### src/rtl/alu_issue_queue.sv
// Command queue in front of the 4-bit ALU: buffers {op, a, b}, issues them one at a time
// from registers, captures the settled ALU result and hands it downstream with valid/ready.
//
// state | meaning
// ------+-----------------------------------------------------------------
// IDLE  | nothing in flight; pop the FIFO head into alu_* when count > 0
// DRIVE | alu_* stable for one settle cycle; capture alu_res at next edge
// HOLD  | result presented on out_res/out_op until the consumer accepts it
module alu_issue_queue #(
  parameter int DEPTH  = 4,
  parameter int DW     = 4,
  parameter int OPW    = 4,
  parameter int RW     = 8,
  parameter int MAX_OP = 12
) (
  input  logic           clk,
  input  logic           rst,
  input  logic           in_valid,
  output logic           in_ready,
  input  logic [DW-1:0]  in_a,
  input  logic [DW-1:0]  in_b,
  input  logic [OPW-1:0] in_op,
  output logic [DW-1:0]  alu_a,
  output logic [DW-1:0]  alu_b,
  output logic [OPW-1:0] alu_op,
  input  logic [RW-1:0]  alu_res,
  output logic           out_valid,
  input  logic           out_ready,
  output logic [RW-1:0]  out_res,
  output logic [OPW-1:0] out_op,
  output logic [2:0]     count,
  output logic           err_illegal
);

  localparam int AW = (DEPTH > 1) ? $clog2(DEPTH) : 1;
  localparam int EW = 2 * DW + OPW;
  localparam logic [2:0]     FULL_CNT = 3'(DEPTH);
  localparam logic [OPW-1:0] MAX_OP_C = OPW'(MAX_OP);

  localparam logic [1:0] ST_IDLE  = 2'd0;
  localparam logic [1:0] ST_DRIVE = 2'd1;
  localparam logic [1:0] ST_HOLD  = 2'd2;

  logic [EW-1:0] mem [DEPTH];
  logic [AW-1:0] wr_ptr;
  logic [AW-1:0] rd_ptr;
  logic [1:0]    state;
  logic [EW-1:0] head;
  logic          accept;
  logic          push;
  logic          illegal;
  logic          pop;

  // in_ready is a pure function of the registered count, so a pop never frees a slot early
  assign in_ready = (count < FULL_CNT);
  assign accept   = in_valid & in_ready;
  assign push     = accept & (in_op <= MAX_OP_C);
  assign illegal  = accept & (in_op > MAX_OP_C);
  assign pop      = (count != 3'd0) &
                    ((state == ST_IDLE) | ((state == ST_HOLD) & out_valid & out_ready));
  assign head     = mem[rd_ptr];

  always_ff @(posedge clk) begin
    if (push) begin
      mem[wr_ptr] <= {in_op, in_a, in_b};
    end
  end

  always_ff @(posedge clk or posedge rst) begin
    if (rst) begin
      wr_ptr      <= '0;
      rd_ptr      <= '0;
      count       <= 3'd0;
      err_illegal <= 1'b0;
    end else begin
      if (push) begin
        wr_ptr <= wr_ptr + 1'b1;
      end
      if (pop) begin
        rd_ptr <= rd_ptr + 1'b1;
      end
      case ({push, pop})
        2'b10:   count <= count + 3'd1;
        2'b01:   count <= count - 3'd1;
        default: count <= count;
      endcase
      if (illegal) begin
        err_illegal <= 1'b1;
      end
    end
  end

  always_ff @(posedge clk or posedge rst) begin
    if (rst) begin
      state     <= ST_IDLE;
      alu_a     <= '0;
      alu_b     <= '0;
      alu_op    <= '0;
      out_res   <= '0;
      out_op    <= '0;
      out_valid <= 1'b0;
    end else begin
      case (state)
        ST_IDLE: begin
          if (pop) begin
            {alu_op, alu_a, alu_b} <= head;
            state                  <= ST_DRIVE;
          end
        end
        ST_DRIVE: begin
          out_res   <= alu_res;
          out_op    <= alu_op;
          out_valid <= 1'b1;
          state     <= ST_HOLD;
        end
        ST_HOLD: begin
          if (out_valid && out_ready) begin
            out_valid <= 1'b0;
            if (pop) begin
              {alu_op, alu_a, alu_b} <= head;
              state                  <= ST_DRIVE;
            end else begin
              state <= ST_IDLE;
            end
          end
        end
        default: state <= ST_IDLE;
      endcase
    end
  end

endmodule

### config.mk
export PLATFORM = sky130hd
export DESIGN_NAME = alu_issue_queue
export DESIGN_NICKNAME = d
export VERILOG_FILES = /design/src/rtl/alu_issue_queue.sv
export SDC_FILE = /design/constraint.sdc
export NUM_CORES = 1
export LEC_CHECK = 0
export ABC_AREA = 1
export CORE_UTILIZATION = 54
export CTS_CLUSTER_SIZE = 25
export DETAILED_ROUTE_END_ITERATION = 10
export HOLD_SLACK_MARGIN = 0.12
export PLACE_DENSITY = 0.8
export REMOVE_ABC_BUFFERS = 1
export SYNTH_ARGS = -nofsm -noshare
export SYNTH_HDL_FRONTEND = slang
export SYNTH_SLANG_ARGS = --single-unit
### constraint.sdc
create_clock -name clk -period 2.05 [get_ports clk]
set_input_delay 0.205 -clock clk [delete_from_list [all_inputs] [get_ports clk]]
set_output_delay 0.205 -clock clk [all_outputs]
set_load 0.05 [all_outputs]
==> impl_metrics.ini <==
[outcome]
outcome = complete, but fails checks
violations = design-rule violations

[die]
ios = 54
num_rows = 29
dieWidth_um = 84.1
start_util = 0.567
core-area_mm2 = 0.00642
dieArea_mm2 = 0.00707
die_h_um = 84.1

[drt]
vias = 2522
first_pass_iters = 7
wl_per_cell_um = 12.8
wl_um = 6610
detail_route.vias_per_cell = 4.88
drtIter0Drc = 164
drc_errors = 2
detail-route-antenna-nets = 0

[logic_synthesis]
synth_area_mm2 = 0.00364
synth_cells = 369
seq_area_frac_synth = 0.637
yosys_warnings = 0
netlist-cell-type-count = 27
syn_area_per_cell_um2 = 9.86
synth_top_area_frac = 0.396
yosys-top-cells-area = edfxtp_1, dfrtp_1, nand2_1, inv_1, nand3_1
ys_ff_latch = 83
synth_area_leader_cell = edfxtp_1

[setup_path]
path_max_fanout = 4
crit_required_ns = 1.85
reg2reg_slack_ns = 0.27
endpoint_kind = output pin
reg2reg_depth = 10
cp_data_arrival_time_ns = 1.70
worst-setup-path-type = register to output pin
rr_startpoint = count[2]
timing.rr.end = count[2]
crit_slowest_cell = clkdlybuf4s50_1
cp_slowest_stage_delay_ns = 0.81
path_cells = inv_2 -> clkdlybuf4s50_1
critical_path.startpoint_type = register

[cts]
hold_buffers = 0
cts_root_buf = clkbuf_8
cts_setup_buffers = 0
cts.sinks = 83
cts_tree = built
clk_latency_ns = 0.34
numCtsBuffers = 9
clk_pin_slew_worst_paths_ns = 0.08
clock_path_buffers = 2
cts.htree.levels = 3
ctsResizeCount = 0

[global_routing]
grt_pass1_wl_um = 11200
first_global_vias = 2420
grt_max_degree = 36
grt_remaining_overflow = 0
antenna_found_initial = 0
grt_use_total = 0.209

[timing]
fin_crit_sh = 0.931
setup_viol = 0
worst_pin_slew_ns = 0.628
worst_hold_slack_ns = 0.274
slew_viol_final = 0
finClkSkew_ns = 0.00898
post-route-min-period_ns = 1.91
slew-limit-headroom = 0.581
fmax_mhz = 524
hold_viol = 0
rsz0062_at_grt = false

[placed_design]
placed_area_mm2 = 0.00428
place_congestion = 0.739
portBuffers = 53
place_hpwl_um = 4360

[layout]
diodes = 0
num-nets-final = 466
utilization = 0.695
stdcell_area_mm2 = 0.00447
drive_gt1_frac = 0.100
area_growth_pct = 22.7
nFillCells = 474

[power_and_ir_drop]
p_leak_nw = 2.15
power-per-cell-area_mw_per_mm2 = 1610
ir_drop_v = 0.00105
total_power_mw = 7.19

[flow_run]
drv_cap = 0

[hold_path]
hold_path_class = primary input to async pin
==> Yosys cell counts <==
master and instances:
a21oi_1 1, buf_2 4, buf_4 5, buf_6 3
buf_8 1, clkinv_2 1, dfrtp_1 35, edfxtp_1 48
fa_1 1, ha_1 5, inv_1 61, inv_2 4
inv_4 1, nand2_1 137, nand2_2 4, nand2_4 1
nand3_1 40, nand3_2 2, nor2_1 6, nor2_4 1
nor2_8 1, nor3_1 1, o21ai_0 1, o21ai_1 1
o21bai_1 1, xnor2_1 1, xor2_1 2
==> registers in the layout (all words and copies together), names as in the netlist, 2 cells and up <==
signal   count
alu_a        4
alu_b        4
alu_op       4
count        3
mem         48
out_op       4
out_res      8
rd_ptr       2
state        2
wr_ptr       2
==> power breakdown <==
group          switching [mW]  internal, mW
clock                   0.533         0.587
combinational            2.38          1.17
sequential              0.289          2.23
==> cells by family (layout without fill, tap and decap cells) <==
group / count (synthesis) / count (layout) / synth area share
buffers and inverters: 80 / 151 / 0.0993
XOR/XNOR: 3 / 3 / 0.00722
AO/OA/AOI/OAI: 4 / 4 / 0.00618
adder cells (fa/ha/maj): 6 / 6 / 0.0227
flip-flops: 83 / 83 / 0.637
AND/OR/NAND/NOR: 193 / 193 / 0.228
==> worst max-delay path by stage <==
| stage | start | end | slack (ns) | cells past startpoint |
|---|---|---|---|---|
| detailed placement | out_ready | count[2] | 0.003 | 11 |
| global placement | out_ready | count[2] | 0.04 | 11 |
| finish | count[2] | in_ready | 0.14 | 2 |
| global route | count[2] | in_ready | 0.08 | 2 |
| floorplan | count[2] | count[2] | -0.22 | 10 |
| CTS | count[2] | in_ready | 0.12 | 2 |
==> placed cells by master (no fill, tap or decap) <==
cell type        count
xor2_1               2
clkdlybuf4s50_1     53
nor2_8               1
xnor2_1              1
nand2_2              4
buf_4               16
o21ai_0              1
o21ai_1              1
nand3_1             40
inv_4                1
edfxtp_1            48
bufinv_16            1
inv_2                4
fa_1                 1
nor2_1               6
clkinv_2             3
ha_1                 5
o21bai_1             1
nand2_4              1
dfrtp_1             35
clkbuf_8            10
nand3_2              2
nand2_1            137
a21oi_1              1
inv_1               61
clkbuf_1             2
nor3_1               1
nor2_4               1
==> through the flow <==
| step | worst slack [ns] | TNS, ns | instances |
|---|---|---|---|
| detailed placement | 0.00345 | 0 | 502 |
| global placement | 0.0359 | 0 | 502 |
| finish | 0.142 | 0 | 517 |
| global route | 0.0768 | 0 | 517 |
| floorplan | -0.219 | -5.67 | 356 |
| CTS | 0.123 | 0 | 517 |
==> routing by layer <==
metal,GRT usage,vias to the layer above,part of all wire
li1,-,1272,-
met1,0.263,1183,0.42
met2,0.349,56,0.52
met3,0.0435,11,0.042
met4,0.0972,0,0.018
met5,0,-,0
==> worst max-delay path, delay by kind of cell (launching register included) <==
| kind | cells | cell delay (ns) |
|---|---|---|
| buffers and inverters | 2 | 0.93 |
| DFF | 1 | 0.44 |
==> layout make-up <==
cell class / count / area [um^2] / share of cell area
clock buffer: 12 / 145 / 0.0325
multi-input combinational: 206 / 961 / 0.215
inverter: 67 / 255 / 0.0572
tap: 77 / 96.3 / 0.0216
sequential: 83 / 2320 / 0.519
clock inverter: 3 / 40.0 / 0.00897
timing repair buffer: 69 / 651 / 0.146
(Power assumes the default switching activity.)
